`src/rtl/aa_pack_pkg.sv`:
```
// Shared sizes and the FIFO entry layout for the byte-to-word packer.
package aa_pack_pkg;

    localparam int unsigned DEF_BYTE_W         = 8;
    localparam int unsigned DEF_BYTES_PER_WORD = 4;
    localparam int unsigned DEF_DEPTH          = 4;

    localparam int unsigned WORD_W = DEF_BYTE_W * DEF_BYTES_PER_WORD;
    localparam int unsigned CNT_W  = $clog2(DEF_BYTES_PER_WORD + 1);

    // One buffered word: packed data (first byte at bit 0) and its valid byte count.
    typedef struct packed {
        logic [0:WORD_W-1] data;
        logic [CNT_W-1:0]  nbytes;
    } word_entry_t;

endpackage

```
`src/rtl/aa_pack_fifo.sv`:
```
// Synchronous first-word-fall-through FIFO with occupancy count; async active-high reset.
module aa_pack_fifo #(
    parameter int unsigned WIDTH = 8,
    parameter int unsigned DEPTH = 4
) (
    input  logic                     clk,
    input  logic                     rst,
    input  logic                     push,
    input  logic [WIDTH-1:0]         push_data,
    input  logic                     pop,
    output logic [WIDTH-1:0]         head_data,
    output logic                     full,
    output logic                     empty,
    output logic [$clog2(DEPTH):0]   count
);

    localparam int unsigned AW = $clog2(DEPTH);

    logic [WIDTH-1:0] mem [DEPTH];
    logic [AW-1:0]    wptr_q, rptr_q;
    logic [AW:0]      cnt_q, cnt_d;
    logic             do_push, do_pop;

    assign full    = (cnt_q == (AW + 1)'(DEPTH));
    assign empty   = (cnt_q == '0);
    assign count   = cnt_q;
    assign do_push = push && !full;
    assign do_pop  = pop && !empty;

    // Head reads as zero when nothing is buffered.
    assign head_data = empty ? '0 : mem[rptr_q];

    always_comb begin
        cnt_d = cnt_q;
        if (do_push && !do_pop) begin
            cnt_d = cnt_q + 1'b1;
        end else if (!do_push && do_pop) begin
            cnt_d = cnt_q - 1'b1;
        end
    end

    always_ff @(posedge clk or posedge rst) begin
        if (rst) begin
            wptr_q <= '0;
            rptr_q <= '0;
            cnt_q  <= '0;
        end else begin
            if (do_push) wptr_q <= wptr_q + 1'b1;
            if (do_pop)  rptr_q <= rptr_q + 1'b1;
            cnt_q <= cnt_d;
        end
    end

    always_ff @(posedge clk) begin
        if (do_push) mem[wptr_q] <= push_data;
    end

endmodule

```
`src/rtl/aa_word_packer.sv`:
```
// Packs consecutive input bytes into words, buffers them in a FWFT FIFO and
// supports flushing partial words; overflow is sticky until reset.
module aa_word_packer
    import aa_pack_pkg::*;
#(
    parameter int unsigned BYTE_W         = DEF_BYTE_W,
    parameter int unsigned BYTES_PER_WORD = DEF_BYTES_PER_WORD,
    parameter int unsigned DEPTH          = DEF_DEPTH
) (
    input  logic                                   clk,
    input  logic                                   rst,
    input  logic                                   in_valid,
    input  logic [0:BYTE_W-1]                      in_data,
    output logic                                   in_ready,
    input  logic                                   flush,
    output logic                                   out_valid,
    output logic [0:BYTE_W*BYTES_PER_WORD-1]       out_data,
    output logic [$clog2(BYTES_PER_WORD+1)-1:0]    out_bytes,
    input  logic                                   out_ready,
    output logic                                   overflow
);

    localparam int unsigned WordW = BYTE_W * BYTES_PER_WORD;
    localparam int unsigned NbW   = $clog2(BYTES_PER_WORD + 1);
    localparam int unsigned AccW  = $clog2(BYTES_PER_WORD);
    localparam int unsigned AW    = $clog2(DEPTH);
    localparam int unsigned EntW  = WordW + NbW;

    logic [0:WordW-1] acc_q, acc_d;
    logic [AccW-1:0]  acc_cnt_q, acc_cnt_d;
    logic             flush_pend_q, flush_pend_d;
    logic             overflow_q;

    logic             fifo_full, fifo_empty;
    logic [AW:0]      fifo_count;
    logic [EntW-1:0]  head;
    logic             push;
    logic [0:WordW-1] push_word;
    logic [NbW-1:0]   push_nbytes;
    logic [NbW-1:0]   filled;
    logic             accept, last_byte, has_space, flush_req;

    assign last_byte = (acc_cnt_q == AccW'(BYTES_PER_WORD - 1));
    assign has_space = (fifo_count != (AW + 1)'(DEPTH));
    assign in_ready  = !(fifo_full && (last_byte || flush_pend_q));
    assign accept    = in_valid && in_ready;
    assign flush_req = flush || flush_pend_q;

    always_comb begin
        acc_d        = acc_q;
        acc_cnt_d    = acc_cnt_q;
        flush_pend_d = flush_pend_q;
        push         = 1'b0;
        push_word    = acc_q;
        push_nbytes  = '0;
        filled       = NbW'(acc_cnt_q);

        if (accept) begin
            acc_d[acc_cnt_q*BYTE_W +: BYTE_W] = in_data;
            acc_cnt_d = acc_cnt_q + 1'b1;
            filled    = filled + 1'b1;
        end

        // A completing byte pushes exactly one word, absorbing any flush request.
        if (accept && last_byte) begin
            push         = 1'b1;
            push_word    = acc_d;
            push_nbytes  = NbW'(BYTES_PER_WORD);
            acc_d        = '0;
            acc_cnt_d    = '0;
            flush_pend_d = 1'b0;
        end else if (flush_req && (filled != '0)) begin
            if (has_space) begin
                push         = 1'b1;
                push_word    = acc_d;
                push_nbytes  = filled;
                acc_d        = '0;
                acc_cnt_d    = '0;
                flush_pend_d = 1'b0;
            end else begin
                flush_pend_d = 1'b1;
            end
        end
    end

    always_ff @(posedge clk or posedge rst) begin
        if (rst) begin
            acc_q        <= '0;
            acc_cnt_q    <= '0;
            flush_pend_q <= 1'b0;
            overflow_q   <= 1'b0;
        end else begin
            acc_q        <= acc_d;
            acc_cnt_q    <= acc_cnt_d;
            flush_pend_q <= flush_pend_d;
            if (in_valid && !in_ready) overflow_q <= 1'b1;
        end
    end

    aa_pack_fifo #(
        .WIDTH (EntW),
        .DEPTH (DEPTH)
    ) u_fifo (
        .clk       (clk),
        .rst       (rst),
        .push      (push),
        .push_data ({push_word, push_nbytes}),
        .pop       (out_valid && out_ready),
        .head_data (head),
        .full      (fifo_full),
        .empty     (fifo_empty),
        .count     (fifo_count)
    );

    assign out_valid = !fifo_empty;
    assign out_data  = head[EntW-1:NbW];
    assign out_bytes = head[NbW-1:0];
    assign overflow  = overflow_q;

endmodule

```
`config.mk`:
```
export PLATFORM = sky130hd
export DESIGN_NAME = aa_word_packer
export DESIGN_NICKNAME = d
export VERILOG_FILES = /design/src/rtl/aa_pack_pkg.sv /design/src/rtl/aa_pack_fifo.sv /design/src/rtl/aa_word_packer.sv
export SDC_FILE = /design/constraint.sdc
export NUM_CORES = 1
export LEC_CHECK = 0
export BUFFER_PORTS_ARGS = -buffer_cell sky130_fd_sc_hd__buf_2
export CAP_MARGIN = 20
export CELL_PAD_IN_SITES_DETAIL_PLACEMENT = 1
export CELL_PAD_IN_SITES_GLOBAL_PLACEMENT = 2
export CORE_MARGIN = 2
export CORE_UTILIZATION = 39
export CTS_BUF_LIST = sky130_fd_sc_hd__clkbuf_4 sky130_fd_sc_hd__clkbuf_8
export CTS_CLUSTER_DIAMETER = 150
export CTS_CLUSTER_SIZE = 25
export DETAILED_ROUTE_END_ITERATION = 8
export PLACE_DENSITY_LB_ADDON = 0.1
export SYNTH_ARGS = -nofsm -noshare
export SYNTH_HDL_FRONTEND = slang
export SYNTH_SLANG_ARGS = --single-unit
```
`constraint.sdc`:
```
create_clock -name clk -period 5.4 [get_ports clk]
set_input_delay 1.08 -clock clk [delete_from_list [all_inputs] [get_ports clk]]
set_output_delay 1.08 -clock clk [all_outputs]
set_load 0.02 [all_outputs]
```
==> flow_metrics.py <==
metrics = {
    "clock_tree": {
        "clk_latency_ps": 460,
        "clk_pin_slew_ps": 90,
        "cts_resized": 0,
        "clk_path_buf_depth": 2,
        "numCtsBuffers": 17,
        "cts_tree": "built",
        "post_cts_buffers": 0,
        "clockRootBuffer": "clkbuf_8",
        "ctsHoldBuffers": 0,
        "cts.htree.levels": 4,
        "clock_sinks": 183,
    },
    "flow_run": {
        "drv_cap": 0,
    },
    "placed_design": {
        "hpwl_microns": 12900,
        "post-place-ws_ps": 1650,
        "io_buffers": 50,
        "place_congestion": 0.759,
        "dpl.cell_count": 871,
    },
    "timing": {
        "fmax_ghz": 0.255,
        "fin_crit_sh_pct": 72.5,
        "rsz0062_at_grt": "no",
        "setup_ws_ps": 1490,
        "slew_violations": 0,
        "tightest_slew_ps": 1070,
        "fin_hold_ws_ps": 480,
        "slew_headroom_pct": 28.6,
        "period_minus_slack_ps": 3910,
        "setup_violations": 0,
        "finalHoldViolCount": 0,
        "fin_skew_ps": 11.8,
        "tns_ps": 0,
    },
    "final_layout": {
        "final_cell_mix": "140 x edfxtp_1, 50 x buf_2, 45 x nand2_1, 42 x dfrtp_1, 40 x and2_1",
        "fill_cells": 2159,
        "mostFrequentLayoutCell": "edfxtp_1",
        "nets": 640,
        "drive_gt1_share_pct": 26.0,
        "diodes": 0,
        "stdcell_count": 905,
        "area_delta_synth_final_pct": 10.6,
    },
    "floorplanning": {
        "die_area_sq_mm": 0.0230,
        "io_pins": 51,
        "initial_core_util_pct": 40.0,
        "die_x_microns": 152,
        "die_y_microns": 152,
        "core_area_sq_mm": 0.0212,
        "rows": 53,
    },
    "global_routing": {
        "grt_max_degree": 44,
        "grt_pass1_wl_microns": 32600,
        "overflow": 0,
        "track_usage_pct": 19.4,
        "antenna_found_initial": 0,
        "grt_pass1_vias": 5388,
    },
    "worst_setup_path": {
        "crit_start": "acc_cnt_q[1]",
        "critPathArrivalTime_ps": 2830,
        "critPathLaunchType": "register",
        "required_ps": 4320,
        "path_buf_inv": 2,
        "critPathSlowestCell": "dfrtp_1",
        "end_kind": "output port",
        "path_max_fanout": 31,
        "r2r_cells": 12,
        "timing.rr.end": "u_fifo.count[2]",
        "cp_cell_sequence": "ha_1, nor2_2, nor2_1, inv_1, buf_2",
        "crit_family": "simple AND/OR/NAND/NOR gates",
        "ff2ff_setup_slack_ps": 1720,
        "max_stage_delay_ps": 760,
        "worstSetupPathDepth": 5,
        "rr_startpoint": "acc_cnt_q[1]",
        "critPathKind": "register to output port",
    },
    "drt": {
        "vias": 5131,
        "avgViaCountPerCell": 5.67,
        "drt_iter0_drc": 320,
        "avgRoutedWirePerCell_microns": 23.2,
        "first_pass_iters": 5,
        "postRouteAntennaNets": 0,
        "remaining_drc_errors": 0,
        "drt_wl_total_microns": 21000,
    },
    "yosys": {
        "ys_warn_count": 0,
        "synth_seq_cells": 183,
        "synth_edf_count": 140,
        "synth-main-ff-cell": "edfxtp_1",
        "syn-cell-area_sq_mm": 0.00849,
        "synth_seq_area_share_pct": 62.2,
        "avgSynthCellArea_sq_um": 14.6,
        "postSynthCellCount": 581,
        "async_flop_share_pct": 23.5,
        "synth.distinct_cells": 46,
        "synth_fp_nets": 604,
    },
    "status": {
        "status": "finished clean",
    },
    "min_path": {
        "holdCritStartpoint": "overflow",
        "min_path_type": "register to register",
        "min_path_cells": 1,
        "min_to": "overflow",
    },
    "power_and_ir_drop": {
        "leakagePower_nw": 3.41,
        "vdd_drop_max_mv": 0.260,
        "powerDensity_mw_per_mm2": 558,
        "power.total_w": 0.00524,
    },
}
==> metrics by stage <==
step / area (sq um) / util [%]
after floorplan: 8490 / -
after global placement: 9010 / 42.5
after detailed placement: 9010 / 42.5
after CTS: 9370 / 44.2
after global routing: 9400 / 44.3
final: 9400 / 44.3
==> cell families (layout without fill, tap and decap cells) <==
family / count (synthesis) / count (layout) / share of synthesized area (%)
adder cells (fa/ha/maj): 10 / 10 / 1.56
flip-flops: 183 / 183 / 62.2
multiplexers: 60 / 60 / 12.5
AND/OR/NAND/NOR: 171 / 171 / 12.4
AO/OA/AOI/OAI: 85 / 85 / 7.59
XOR/XNOR: 5 / 5 / 0.516
buffers and inverters: 67 / 116 / 3.29
==> sequential cells by signal (all words and copies together) (netlist names) <==
register / count
u_fifo.wptr_q: 2
acc_cnt_q: 2
u_fifo.rptr_q: 2
overflow: 1
acc_q: 32
u_fifo.count: 3
flush_pend_q: 1
u_fifo.mem: 140
==> cells in the mapped netlist, types with 3 or more instances <==
master | number | area share, %
a22oi_1 | 11 | 0.97
and3b_1 | 16 | 1.7
nand2_1 | 45 | 2.0
nand2b_1 | 3 | 0.22
xnor2_1 | 3 | 0.31
a32oi_1 | 25 | 2.6
or3_1 | 10 | 0.74
ha_1 | 9 | 1.3
and3_1 | 12 | 0.88
nand3b_1 | 17 | 1.5
nand3_1 | 9 | 0.53
o21ai_0 | 13 | 0.77
o2111ai_1 | 8 | 0.83
o211ai_1 | 19 | 1.7
buf_2 | 8 | 0.47
buf_1 | 5 | 0.22
mux2i_1 | 8 | 0.94
dfrtp_1 | 43 | 13
mux2_2 | 16 | 2.1
mux4_2 | 35 | 9.3
clkbuf_1 | 32 | 1.4
nor4_4 | 3 | 0.75
nor2_1 | 6 | 0.27
and2_1 | 40 | 2.9
edfxtp_1 | 140 | 50
inv_1 | 17 | 0.75
nor2b_1 | 4 | 0.29
==> where the power goes <==
part	switching, W	internal [W]
combinational	0.00137	0.000858
sequential	0.000206	0.00195
clock	0.000501	0.000353
==> cell type report <==
cell class	count	area, sq um	share of cell area, %
sequential	183	5280	56.2
multi-input combinational	331	2960	31.5
timing repair buffer	67	388	4.13
tap	275	344	3.66
clock buffer	21	270	2.88
clock inverter	11	90.1	0.959
inverter	17	63.8	0.679
==> worst max path at each step <==
stage / to / slack, ps
after detailed placement: u_fifo.mem[0][30] / 1650
after floorplan: u_fifo.mem[0][0] / 2110
final: in_ready / 1490
after global routing: in_ready / 1240
after global placement: u_fifo.mem[0][32] / 1700
after CTS: in_ready / 1450
==> metal layers <==
layer / GRT usage, % / share of wire, % / wire [microns] / vias up
li1: - / - / - / 2310
met1: 27.9 / 47 / 9930 / 2702
met2: 31.0 / 47 / 9990 / 97
met3: 3.14 / 3.6 / 756 / 22
met4: 5.46 / 1.7 / 349 / 0
met5: 0 / 0 / 0 / -
Note: power is estimated with default switching activity, not from simulation.
